<file path="config.mk">
export PLATFORM = sky130hd
export DESIGN_NAME = serial_add_sub
export DESIGN_NICKNAME = d
export VERILOG_FILES = /design/src/rtl/arith_pkg.sv /design/src/rtl/serial_fa_cell.sv /design/src/rtl/serial_add_sub.sv
export SDC_FILE = /design/constraint.sdc
export NUM_CORES = 1
export LEC_CHECK = 0
export CAP_MARGIN = 20
export CORE_MARGIN = 10
export CORE_UTILIZATION = 25
export CTS_CLUSTER_DIAMETER = 120
export CTS_CLUSTER_SIZE = 28
export DETAILED_ROUTE_END_ITERATION = 8
export PLACE_DENSITY = 0.44
export SETUP_SLACK_MARGIN = 0.05
export SYNTH_ARGS = -nofsm -noshare
export SYNTH_HDL_FRONTEND = slang
export SYNTH_SLANG_ARGS = --single-unit
</file>
<file path="constraint.sdc">
create_clock -name clk -period 2.1 [get_ports clk]
set_input_delay 0.21 -clock clk [delete_from_list [all_inputs] [get_ports clk]]
set_output_delay 0.21 -clock clk [all_outputs]
set_load 0.02 [all_outputs]
</file>
<file path="src/rtl/arith_pkg.sv">
// Shared arithmetic definitions: controller state encoding and operation codes
// for the bit-serial adder/subtractor.
package arith_pkg;

  // Controller states of the bit-serial engine.
  typedef enum logic [1:0] {
    IDLE  = 2'd0,
    SHIFT = 2'd1,
    DONE  = 2'd2
  } state_t;

  // Operation select encoding for the op input.
  localparam logic OP_ADD = 1'b0;
  localparam logic OP_SUB = 1'b1;

endpackage : arith_pkg

</file>
<file path="src/rtl/serial_fa_cell.sv">
// One-bit combinational full adder; the single arithmetic cell reused on
// every bit of a serial operation.
module serial_fa_cell (
  input  logic a,
  input  logic b,
  input  logic cin,
  output logic s,
  output logic cout
);

  // Sum and carry of three input bits.
  always_comb begin
    s    = a ^ b ^ cin;
    cout = (a & b) | (cin & (a ^ b));
  end

endmodule : serial_fa_cell

</file>
<file path="src/rtl/serial_add_sub.sv">
// Bit-serial WIDTH-bit adder/subtractor. Operands are latched in parallel,
// processed LSB first through one full-adder cell and a carry flop, and the
// result plus carry/overflow flags are registered when the last bit is done.
// Subtraction is a + ~b + 1: operand B is inverted at load and the carry flop
// is preset to 1.
module serial_add_sub
  import arith_pkg::*;
#(
  parameter int WIDTH = 8
) (
  input  logic             clk,
  input  logic             rst_n,
  input  logic             start,
  input  logic             op,
  input  logic [WIDTH-1:0] a,
  input  logic [WIDTH-1:0] b,
  output logic             busy,
  output logic             done,
  output logic [WIDTH-1:0] result,
  output logic             carry_out,
  output logic             overflow
);

  localparam int CNT_W = (WIDTH > 1) ? $clog2(WIDTH) : 1;
  localparam logic [CNT_W-1:0] LAST_BIT = CNT_W'(WIDTH - 1);

  state_t state_reg;
  state_t state_next;

  logic [WIDTH-1:0] a_shift;
  logic [WIDTH-1:0] b_shift;
  // Bits already produced; the bit computed this cycle is appended on top,
  // so only WIDTH-1 bits need storage.
  logic [WIDTH-2:0] sum_shift;
  logic             carry_reg;
  logic [CNT_W-1:0] bit_cnt;

  logic             cell_s;
  logic             cell_c;
  logic [WIDTH-1:0] sum_merged;
  logic             accept;
  logic             last_bit;

  serial_fa_cell u_cell (
    .a    (a_shift[0]),
    .b    (b_shift[0]),
    .cin  (carry_reg),
    .s    (cell_s),
    .cout (cell_c)
  );

  // Handshake qualifiers and the sum vector including the current bit.
  always_comb begin
    accept     = start && ((state_reg == IDLE) || (state_reg == DONE));
    last_bit   = (state_reg == SHIFT) && (bit_cnt == LAST_BIT);
    sum_merged = {cell_s, sum_shift};
  end

  // State register.
  always_ff @(posedge clk or negedge rst_n) begin
    if (!rst_n) begin
      state_reg <= IDLE;
    end else begin
      state_reg <= state_next;
    end
  end

  // Next-state logic: start is honoured only when not shifting.
  always_comb begin
    state_next = state_reg;
    case (state_reg)
      IDLE:    state_next = start ? SHIFT : IDLE;
      SHIFT:   state_next = (bit_cnt == LAST_BIT) ? DONE : SHIFT;
      DONE:    state_next = start ? SHIFT : IDLE;
      default: state_next = IDLE;
    endcase
  end

  // Status outputs decoded from the registered state.
  always_comb begin
    busy = (state_reg == SHIFT);
    done = (state_reg == DONE);
  end

  // Operand shift registers, carry flop and bit counter.
  always_ff @(posedge clk or negedge rst_n) begin
    if (!rst_n) begin
      a_shift   <= '0;
      b_shift   <= '0;
      sum_shift <= '0;
      carry_reg <= 1'b0;
      bit_cnt   <= '0;
    end else if (accept) begin
      a_shift   <= a;
      b_shift   <= (op == OP_SUB) ? ~b : b;
      sum_shift <= '0;
      carry_reg <= op;
      bit_cnt   <= '0;
    end else if (state_reg == SHIFT) begin
      a_shift   <= {1'b0, a_shift[WIDTH-1:1]};
      b_shift   <= {1'b0, b_shift[WIDTH-1:1]};
      sum_shift <= sum_merged[WIDTH-1:1];
      carry_reg <= cell_c;
      bit_cnt   <= bit_cnt + CNT_W'(1);
    end
  end

  // Result and flags load on the final bit and then hold. On that edge the
  // carry flop still holds the carry into the MSB, so it serves as the saved
  // MSB carry-in for the overflow test.
  always_ff @(posedge clk or negedge rst_n) begin
    if (!rst_n) begin
      result    <= '0;
      carry_out <= 1'b0;
      overflow  <= 1'b0;
    end else if (last_bit) begin
      result    <= sum_merged;
      carry_out <= cell_c;
      overflow  <= carry_reg ^ cell_c;
    end
  end

endmodule : serial_add_sub

</file>
==> impl_metrics.yaml, run 1 <==
run_status:
  status: "complete, no violations"
cells_and_area:
  num-fill-cells: 687
  drive_gt1_share_pct: 15.3
  register_area_um2: 976
  top_regs: "a_shift: 8 flops, b_shift: 8 flops, result: 8 flops"
  nNetsFinal: 185
  multiInputGateArea_um2: 667
  antennaDiodeCount: 0
  area_growth_pct: 27.5
clock_network:
  cts_max_level: 2
  postCtsSetupRepairBufs: 0
  cts.sinks: 39
  clk_latency_ns: 0.29
  cts_hold_buffers: 0
  cts_buffers: 5
  cts_tree: "yes"
  root_buffer: "clkbuf_8"
  path_clk_slew_ns: 0.08
  ctsResizeCount: 0
  cts_buffer_depth: 2
critical_path:
  arrival_ns: 1.93
  critPathBufInv: 0
  cp_common_cell: "ha_1"
  timing.rr.end: "carry_out"
  critical_path.max_stage_delay_ns: 0.45
  r2r_slack_ns: 0.34
  crit_path_start_kind: "register"
  crit_family: "simple AND/OR/NAND/NOR gates"
  r2r-start: "bit_cnt[0]"
  crit_path_end_kind: "register"
  required_ns: 2.27
  cp_max_fo: 12
  r2r_cells: 4
  cp_cell_sequence: "ha_1 -> ha_1 -> nand3b_1 -> mux2_2"
  crit_slowest_cell: "nand3b_1"
  crit_type: "register to register"
  cp.depth: 4
drt:
  avgViaCountPerCell: 4.32
  dr_total_vias: 1050
  wl_um: 3370
  route.detailed.drc: 0
  drt_iter0_markers: 16
  dr.pass1.iters: 4
  ant_nets: 0
  routedWlPerCell_um: 13.9
run:
  cap_violations: 0
sta:
  fin_ws_ns: 0.338
  max_freq_ghz: 0.567
  finClkSkew_ns: 0.00545
  slew_headroom_pct: 42.9
  rsz0062_at_grt: "false"
  finalSetupTns_ns: 0
  tightestPinTransition_ns: 0.856
  report.final.slew_viol_count: 0
  min_period_ns: 1.76
  period_share_pct: 83.9
  hold_violations: 0
  finalSetupViolations: 0
synthesis:
  ys_types: 22
  yosys.area.top_type_share_pct: 56.6
  ys_seq_elements: 39
  yosys.area.top_type: "dfrtp_1"
  synth_warnings: 0
  synth.area.top_cells: "dfrtp_1, a22o_1, mux2_2"
  synth_fp_nets: 153
  netlist_instances: 130
  synth_area_per_cell_um2: 13.3
  synthesis.area_um2: 1720
  yosysSeqAreaShare_pct: 56.6
floorplan:
  core.rowCount: 30
  die_x_um: 103
  initial_core_util_pct: 25.5
  fp.dieH_um: 103
  core_um2: 6760
  io_pins: 32
  dieArea_um2: 10600
grt:
  grt_max_degree: 40
  antenna_found_initial: 0
  grt_pass1_vias: 1236
  grt_pass1_wl_um: 5890
  grt_usage_pct: 7.12
  gr-total-overflow: 0
power_and_ir_drop:
  vdd_drop_max_mv: 0.365
  power.density_cell_area_nw_per_um2: 1470
  leakagePower_nw: 1.04
place:
  dpl.hpwl_um: 2410
  pre_cts_slack_ns: 0.316
  portBuffers: 31
  place.gp.congestion: 0.725
worst_hold_path:
  hp-class: "primary input to async pin"
## stage by stage
stage	hold slack [ns]	utilization [%]	total power, mW	std cells	instance area (um^2)
final	0.0301	32.5	3.22	243	2200
after global routing	0.108	32.5	3.49	243	2200
after CTS	0.0665	32.5	3.29	243	2200
after detailed placement	0.385	30.8	2.63	235	2080
after global placement	0.367	30.8	2.59	235	2080
after floorplan	-0.0856	-	2.26	130	1720
## layout by cell type, fill, tap and decap left out, types with 2 or more instances in the layout
cell type	n
a21o_1	7
nor2b_2	2
nand2_1	10
o21ai_1	8
xor2_1	8
inv_1	2
clkbuf_8	6
clkdlybuf4s50_1	30
dfrtp_1	39
o21ai_0	2
a22o_1	17
ha_1	2
buf_4	3
mux2i_1	9
mux2_2	10
## routing by layer
metal / wire length [um] / global-route usage (%)
met5: 0 / 0
met4: 36 / 2.57
met2: 1510 / 11.0
met1: 1460 / 8.04
met3: 356 / 4.02
## where the power goes
group / total [mW] / leakage (nW) / internal (mW) / switching (mW)
combinational: 1.32 / 0.479 / 0.696 / 0.624
clock: 0.642 / 0.0612 / 0.384 / 0.257
sequential: 1.26 / 0.498 / 1.07 / 0.191
## area by class of cell
type                            count  share of cell area [%]
Tap cell                           80                    4.56
Multi-Input combinational cell     80                    30.4
Inverter                            2                   0.342
Sequential cell                    39                    44.4
Timing Repair Buffer               34                    14.9
Clock inverter                      2                    1.60
Clock buffer                        6                    3.76
## cell families after synthesis
family,Yosys count,synth area share [%]
mux,19,11.8
flops,39,56.6
buf+inv,11,4.79
fa+ha+maj,3,2.61
xor+xnor,9,4.58
compound gates,34,14.6
simple gates,15,5.01
## synth_stat cells
library cell and n:
a21o_1 7, a22o_1 17, buf_12 1, buf_2 4
buf_4 1, buf_6 2, clkbuf_2 1, dfrtp_1 39
fa_1 1, ha_1 2, inv_1 2, mux2_2 10
mux2i_1 9, nand2_1 10, nand3b_1 1, nor2_8 1
nor2b_1 2, nor2b_2 1, o21ai_0 2, o21ai_1 8
xnor2_1 1, xor2_1 8
## how the worst max path moves through the flow
stage,startpoint,endpoint,slack [ns]
after floorplan,bit_cnt[0],carry_out,0.57
after global placement,bit_cnt[0],carry_out,0.34
after detailed placement,bit_cnt[0],carry_out,0.32
after CTS,bit_cnt[0],carry_out,0.30
after global routing,state_reg[0],busy,0.19
final,bit_cnt[0],carry_out,0.34
Note: power is estimated with default switching activity, not from simulation.
==> run 2: changes to the inputs <==
Clock period 2.1 ns to 1.7 ns, I/O delays scaled along.
==> run 2 against run 1 <==
Effect of this change: sequential power grew 23%; clock power shrank 6.5%; utilization is 0.15 points higher; cell count grew 1.6%; final area up 0.46%; non-clock buffer count up 4; clock skew is 0.0016 ns higher; first-iteration DRC count decreased by 6.3%; die area did not move; largest power group unchanged; highest routed layer unchanged.
==> impl_metrics.yaml, run 2 (synthesized netlist as in run 1, its figures left out) <==
place:
  pre_cts_slack_ns: 0.171
  dpl.hpwl_um: 2430
  placedCellCount: 238
  portBuffers: 31
  place.gp.congestion: 0.675
  dpl_cell_area_um2: 2110
critical_path:
  critPathBufInv: 1
  crit_path_start_kind: "register"
  required_ns: 1.87
  cp_common_cell: "ha_1"
  crit_family: "adder cells"
  critical_path.max_stage_delay_ns: 0.39
  crit_type: "register to register"
  cp_max_fo: 12
  cp_cell_sequence: "ha_1 -> ha_1 -> nand3b_1 -> buf_12 -> mux2_2"
  arrival_ns: 1.69
  crit_path_end_kind: "register"
  crit_slowest_cell: "dfrtp_1"
grt:
  antenna_found_initial: 0
  grt_pass1_wl_um: 5640
  grt_usage_pct: 6.80
  grt_max_degree: 40
  grt_pass1_vias: 1202
  gr-total-overflow: 0
drt:
  ant_nets: 0
  drt-met1-wl_um: 1460
  routedWlPerCell_um: 13.2
  wl_met2_um: 1470
  highest-signal-layer: "met4"
  dr_total_vias: 1087
  met3_length_um: 306
  dr.pass1.iters: 4
  wl_um: 3270
  drt_iter0_markers: 15
  route.detailed.drc: 0
  avgViaCountPerCell: 4.40
cells_and_area:
  final_common_cell: "dfrtp_1"
  nNetsFinal: 189
  multiInputGateArea_um2: 667
  register_area_um2: 976
  top_regs: "a_shift: 8 flops, b_shift: 8 flops, result: 8 flops"
  final_cell_mix: "dfrtp_1, clkdlybuf4s50_1, a22o_1, nand2_1, mux2_2"
  num-fill-cells: 692
  area_growth_pct: 28.0
  finalInstanceArea_um2: 2210
  antennaDiodeCount: 0
  finalNonFillerCells: 247
  drive_gt1_share_pct: 16.2
floorplan:
  core_um2: 6760
  io_pins: 32
  core.rowCount: 30
  fp.dieH_um: 103
  die_x_um: 103
  initial_core_util_pct: 25.5
  dieArea_um2: 10600
clock_network:
  root_buffer: "clkbuf_8"
  cts_buffer_depth: 2
  path_clk_slew_ns: 0.08
  clk_latency_ns: 0.29
  cts_tree: "yes"
  cts_buffers: 5
  cts_max_level: 2
  cts.sinks: 39
sta:
  finalSetupViolations: 0
  min_period_ns: 1.52
  fin_ws_ns: 0.178
  finalSetupTns_ns: 0
  rsz0062_at_grt: "false"
  slew_headroom_pct: 67.4
  report.final.slew_viol_count: 0
  tightestPinTransition_ns: 0.489
  max_freq_ghz: 0.657
  finClkSkew_ns: 0.00701
  period_share_pct: 89.5
  hold_violations: 0
run:
  cap_violations: 0
power_and_ir_drop:
  leakagePower_nw: 1.05
  power.density_cell_area_nw_per_um2: 1710
  total_power_mw: 3.78
  vdd_drop_max_mv: 0.446
worst_hold_path:
  hp-class: "primary input to register"
run_status:
  status: "complete, no violations"
run 2: metal layers:
layer	global-route usage [%]	vias to the layer above
met4	2.57	0
li1	-	529
met1	7.95	519
met5	0	-
met3	3.49	6
met2	10.4	33
run 2: cell type report:
cell class,instances,share of cell area [%]
Sequential cell,39,44.2
Multi-Input combinational cell,80,30.2
Timing Repair Buffer,38,16.8
Tap cell,80,4.54
Clock buffer,6,3.29
Clock inverter,2,0.567
Inverter,2,0.340
run 2: timing repair:
| action | 4_1_cts | 5_1_grt |
|---|---|---|
| setup buffers | 0 | 0 |
| gates resized for setup | 2 | 0 |
| setup endpoints to repair | 2 | 0 |
| hold buffers | 1 | 0 |
| endpoints found under the hold margin | 39 | 0 |
run 2: stage by stage:
| step | util (%) | hold WS (ns) |
|---|---|---|
| floorplan | - | -0.126 |
| global placement | 31.3 | 0.254 |
| detailed placement | 31.3 | 0.264 |
| CTS | 32.6 | 0.432 |
| global route | 32.6 | 0.453 |
| finish | 32.6 | 0.444 |
run 2: worst reg2reg max path: stages (launching register included):
cell and delay (ns):
dfrtp_1 0.39, ha_1 0.21, ha_1 0.19, nand3b_1 0.13, buf_12 0.15, mux2_2 0.33
run 2: where the power goes:
part | switching, mW | internal [mW] | total [mW]
Clock | 0.313 | 0.287 | 0.600
Sequential | 0.228 | 1.32 | 1.55
Combinational | 0.757 | 0.871 | 1.63
Total | 1.30 | 2.48 | 3.78
run 2: path summary, 6_finish.rpt:
| path | slack (ns) | startpoint | cells past startpoint | end |
|---|---|---|---|---|
| max in group asynchronous | 0.89 | rst_n | 3 | b_shift[3] |
| max reg2reg | 0.18 | bit_cnt[0] | 5 | carry_out |
| min in group asynchronous | 0.46 | rst_n | 3 | result[6] |
| min reg2reg | 0.48 | a_shift[3] | 1 | a_shift[3] |
| min | 0.44 | a[6] | 3 | a_shift[6] |
| max | 0.18 | bit_cnt[0] | 5 | carry_out |
==> run 3: changes to the inputs <==
Settings changed: CORE_UTILIZATION 25 to 35, PLACE_DENSITY 0.44 to 0.57.
==> run 3 against run 2 <==
Effect of this change: final area decreased by 1.4%; first-iteration DRC count rose to 2.9 times the previous value; power grew 0.87%; the run now ends with hold timing left; sequential cell count is the same; clock skew about the same; die area fell by 23%; global-route usage is 1.7 points higher; largest cell class unchanged; critical path depth unchanged; maximum frequency grew 1.0%.
==> impl_metrics.yaml, run 3 (synthesized netlist as in run 1, its figures left out) <==
cells_and_area:
  antennaDiodeCount: 0
  final_cell_mix: "dfrtp_1, clkdlybuf4s50_1, a22o_1, nand2_1, mux2_2"
  area_growth_pct: 26.3
  nNetsFinal: 186
  top_regs: "a_shift: 8 flops, b_shift: 8 flops, result: 8 flops"
  final_common_cell: "dfrtp_1"
  num-fill-cells: 462
  drive_gt1_share_pct: 15.9
  final_core_util_pct: 45.8
  finalInstanceArea_um2: 2180
critical_path:
  arrival_ns: 1.68
  cp_common_cell: "ha_1"
  crit_family: "flip-flops"
  timing.rr.end: "result[1]"
  r2r_cells: 5
  crit_slowest_cell: "dfrtp_1"
  r2r_slack_ns: 0.19
  crit_type: "register to register"
  cp_cell_sequence: "ha_1 -> ha_1 -> nand3b_1 -> buf_12 -> mux2_2"
  critical_path.max_stage_delay_ns: 0.39
  required_ns: 1.88
  crit_path_start_kind: "register"
  r2r-start: "bit_cnt[0]"
  crit_path_end_kind: "register"
  cp_max_fo: 12
  critPathBufInv: 1
clock_network:
  cts_max_level: 2
  cts_tree: "yes"
  postCtsSetupRepairBufs: 0
  cts.sinks: 39
  cts_buffer_depth: 2
  root_buffer: "clkbuf_8"
  clk_latency_ns: 0.29
  cts_buffers: 5
  cts_hold_buffers: 0
  ctsResizeCount: 2
  path_clk_slew_ns: 0.08
power_and_ir_drop:
  p_sw_mw: 1.33
  vdd_drop_max_mv: 0.495
  clkPwrFrac_pct: 15.8
  power.density_cell_area_nw_per_um2: 1750
  seqPwrFrac_pct: 40.8
  leakagePower_nw: 1.04
  p_int_mw: 2.48
  switching_share_pct: 34.8
  pwr-share-comb_pct: 43.4
drt:
  route.detailed.drc: 0
  dr.pass1.iters: 3
  avgViaCountPerCell: 4.65
  wl_um: 3250
  dr_total_vias: 1073
  drt_iter0_markers: 44
  routedWlPerCell_um: 14.0
  ant_nets: 0
worst_hold_path:
  hp-class: "primary input to async pin"
floorplan:
  dieArea_um2: 8130
  die_x_um: 90.2
  initial_core_util_pct: 36.2
  core_um2: 4750
  fp.dieH_um: 90.2
  io_pins: 32
  core.rowCount: 25
sta:
  holdWs_ns: -0.0212
  report.final.slew_viol_count: 0
  period_share_pct: 88.6
  min_period_ns: 1.51
  hold_violations: 21
  slew_headroom_pct: 42.8
  rsz0062_at_grt: "false"
  max_freq_ghz: 0.664
  finalSetupTns_ns: 0
  tightestPinTransition_ns: 0.857
  finClkSkew_ns: 0.00660
  finalSetupViolations: 0
run_status:
  status: "finished, violations left"
  violations: "hold timing"
grt:
  grt_usage_pct: 8.50
  gr-total-overflow: 0
  grt_pass1_vias: 1170
  grt_pass1_wl_um: 5710
  grt_max_degree: 40
  antenna_found_initial: 0
place:
  place.gp.congestion: 0.682
  portBuffers: 31
  dpl_cell_area_um2: 2090
  dpl.hpwl_um: 2300
run:
  cap_violations: 0
## run 3: cell count changes in the layout (fill, tap and decap cells not counted)
cell	previous run	this run
buf_4	5	2
clkbuf_1	1	0
clkinv_2	1	3
buf_12	1	2
clkinvlp_4	1	0
dlygate4sd3_1	1	0
## run 3: through the flow
stage / worst slack, ns / std cells / total power [mW] / hold WS (ns)
4_1_cts: 0.176 / 231 / 3.89 / 0.0192
6_report: 0.193 / 231 / 3.81 / -0.0212
3_5_place_dp: 0.174 / 223 / 3.28 / 0.337
3_3_place_gp: 0.214 / 223 / 3.22 / 0.322
2_1_floorplan: 0.173 / 130 / 2.79 / -0.126
5_1_grt: 0.107 / 231 / 4.11 / 0.0596
## run 3: final cells by class
type	instances	area, um^2	area share [%]
clock buffer	5	68.8	3.16
clock inverter	3	15.0	0.690
inverter	2	7.51	0.345
multi-input combinational	80	667	30.6
sequential	39	976	44.9
tap	67	83.8	3.85
timing repair buffer	35	358	16.4
## run 3: per-layer routing
| metal | track usage, % | wire [um] | vias to the layer above |
|---|---|---|---|
| li1 | - | - | 522 |
| met1 | 9.50 | 1420 | 519 |
| met2 | 13.7 | 1540 | 26 |
| met3 | 3.91 | 228 | 6 |
| met4 | 3.58 | 57 | 0 |
| met5 | 0 | 0 | - |
## run 3: power groups by stage
stage / combinational, mW / sequential (mW) / clock, mW
after floorplan: 1.15 / 1.64 / 0
after global placement: 1.66 / 1.56 / 0
after detailed placement: 1.70 / 1.58 / 0
after CTS: 1.70 / 1.56 / 0.624
after global routing: 1.83 / 1.61 / 0.668
final: 1.66 / 1.55 / 0.603
## run 3: worst reg2reg max path, stage by stage (launching register included)
cell and delay [ns]:
dfrtp_1 0.39, ha_1 0.20, ha_1 0.18, nand3b_1 0.14, buf_12 0.15, mux2_2 0.33
## run 3: how the worst max path moves through the flow
stage / startpoint / to / cells past startpoint
finish: bit_cnt[0] / result[1] / 5
global route: bit_cnt[0] / result[1] / 5
CTS: bit_cnt[0] / result[1] / 5
detailed placement: start / bit_cnt[0] / 5
global placement: start / bit_cnt[0] / 5
floorplan: bit_cnt[0] / carry_out / 5
==> variant: new RTL, flow settings as in run 2 <==
Reset style: synchronous (`rst_n`), changed in 3 clocked blocks.
--- a/src/rtl/serial_add_sub.sv
+++ b/src/rtl/serial_add_sub.sv
@@ -59,3 +59,3 @@
   // State register.
-  always_ff @(posedge clk or negedge rst_n) begin
+  always_ff @(posedge clk) begin
     if (!rst_n) begin
@@ -85,3 +85,3 @@
   // Operand shift registers, carry flop and bit counter.
-  always_ff @(posedge clk or negedge rst_n) begin
+  always_ff @(posedge clk) begin
     if (!rst_n) begin
@@ -110,3 +110,3 @@
   // MSB carry-in for the overflow test.
-  always_ff @(posedge clk or negedge rst_n) begin
+  always_ff @(posedge clk) begin
     if (!rst_n) begin
Check against the original RTL: differs if rst_n is asserted again (counterexample within 4 cycles, from zero or initial values and one cycle with rst_n low); with rst_n held inactive, the same outputs for 10 cycles.
==> variant against run 2 <==
Sequential share of layout area down 8.4 points. Wire length up 17%. Global-route usage up 0.97 points. Area after synthesis down 0.80%. Sequential cell count unchanged. Design area down 1.2%. Setup slack better by 58 ps.
Power is not compared: it rests on default switching activity, and its combinational part moved more than twofold at a synthesized area within 25%.
==> variant: results (changes against run 2) <==
The hold path endpoint was a_shift[7] (was a_shift[6]). Synth top area cells: sky130_fd_sc_hd__dfxtp_1 (46%), sky130_fd_sc_hd__nand2_1 (9.0%), sky130_fd_sc_hd__o221ai_2 (6.1%) (was sky130_fd_sc_hd__dfrtp_1 (57%), sky130_fd_sc_hd__a22o_1 (8.6%), sky130_fd_sc_hd__mux2_2 (6.5%)). The adder-cell share of the synthesized area came out at 0.0264 (was 0.0261). The compound-gate portion of the synthesized area came to 0.199 (was 0.146). The multiplexer share of the synthesized area is 0 (was 0.118). The via density per instance is 4.49 (was 4.40). The net count of the finished layout came out at 238 (was 189).

The global-route wire length before repair is 6460 microns (was 5640 microns). The total of fill cells in the finished design is 695 (was 692). The proportion of synthesized chip area in sequential cells is 0.457 (was 0.566). The routability congestion estimate was 0.693 (was 0.675). The async set-reset flop share out of synthesis is 0 (was 1.00).

The via count of the first global-routing pass is 1317 (was 1202). Status: complete, no violations (unchanged). The relative slew slack came out at 0.687 (was 0.674). The overall global routing resource usage came out at 0.0777 (was 0.0680). The launch instance of the worst register-to-register path was bit_cnt[0] (unchanged). The proportion of layout cells with a drive suffix above 1 is 0.0972 (was 0.162). Synth cell count leaders: sky130_fd_sc_hd__nand2_1 (41), sky130_fd_sc_hd__dfxtp_1 (39), sky130_fd_sc_hd__a21boi_0 (13) (was sky130_fd_sc_hd__dfrtp_1 (39), sky130_fd_sc_hd__a22o_1 (17), sky130_fd_sc_hd__mux2_2 (10), sky130_fd_sc_hd__nand2_1 (10), sky130_fd_sc_hd__mux2i_1 (9)). The reg-to-reg endpoint is overflow (was carry_out). The detailed-route wire length came to 3840 microns (was 3270 microns). The register-to-register path setup slack came to 240 ps (was 180 ps). The post-detailed-placement half-perimeter wirelength is 2560 microns (was 2430 microns). The final setup skew came out at 4.88 ps (was 7.01 ps).

The start point of the worst min-delay path is a[7] (was a[6]).
-- variant: changes by cell type after synthesis, moves of 11 or more --
cell	before	now
sky130_fd_sc_hd__a22o_1	17	0
sky130_fd_sc_hd__nand2_1	10	41
sky130_fd_sc_hd__nor3_1	0	11
sky130_fd_sc_hd__dfxtp_1	0	39
sky130_fd_sc_hd__nor2_1	0	12
sky130_fd_sc_hd__a21boi_0	0	13
sky130_fd_sc_hd__dfrtp_1	39	0
-- variant: power groups by stage --
stage,combinational [mW],sequential [mW],clock (mW)
2_1_floorplan,0.194,1.00,0
3_3_place_gp,0.280,1.01,0
3_5_place_dp,0.278,1.01,0
4_1_cts,0.277,0.988,0.724
5_1_grt,0.304,0.994,0.766
6_report,0.271,0.987,0.684
-- variant: layout make-up --
cell class | count | area, sq um | area share
well taps | 80 | 100 | 0.0460
repair buffers | 36 | 374 | 0.172
flip-flops and latches | 39 | 781 | 0.358
inverters | 1 | 6.26 | 0.00287
multi-input cells | 132 | 817 | 0.375
clock buffers | 8 | 100 | 0.0460
-- variant: what timing repair did --
item	CTS	global route
hold buffers	0	0
endpoints found under the setup margin	1	1
pin swaps	0	0
resized for setup	1	1
endpoints found under the hold margin	0	0
-- variant: how the worst max path moves through the flow --
stage                      end  cells past startpoint
floorplan             overflow                      5
global placement    b_shift[6]                      4
detailed placement  b_shift[6]                      4
CTS                       done                      2
global route         result[4]                      5
finish                overflow                      5
-- variant: metrics by stage --
stage               hold WS [ps]  setup WS, ps  instances  power, mW
floorplan                    302           383        186       1.20
global placement             451           221        288       1.29
detailed placement           452           194        288       1.29
CTS                          429           107        296       1.99
global route                 480          53.7        296       2.06
finish                       438           236        296       1.94
-- variant: layer usage --
| layer | wire length, microns | track usage | part of all wire | vias up |
|---|---|---|---|---|
| li1 | - | - | - | 695 |
| met1 | 1970 | 0.0975 | 0.51 | 607 |
| met2 | 1650 | 0.116 | 0.43 | 25 |
| met3 | 203 | 0.0362 | 0.053 | 2 |
| met4 | 16 | 0.0228 | 0.0042 | 0 |
| met5 | 0 | 0 | 0 | - |
-- variant: cell families after synthesis --
family / Yosys count
adder cells (fa/ha/maj): 3
flip-flops: 39
XOR/XNOR: 10
buffers and inverters: 15
AND/OR/NAND/NOR: 78
AO/OA/AOI/OAI: 41
-- variant: worst max-delay path: stages (launching register included) --
cell and delay (ps):
sky130_fd_sc_hd__dfxtp_1 360, sky130_fd_sc_hd__ha_1 160, sky130_fd_sc_hd__ha_1 160, sky130_fd_sc_hd__and3b_1 430
sky130_fd_sc_hd__nand2_1 110, sky130_fd_sc_hd__o211a_1 140
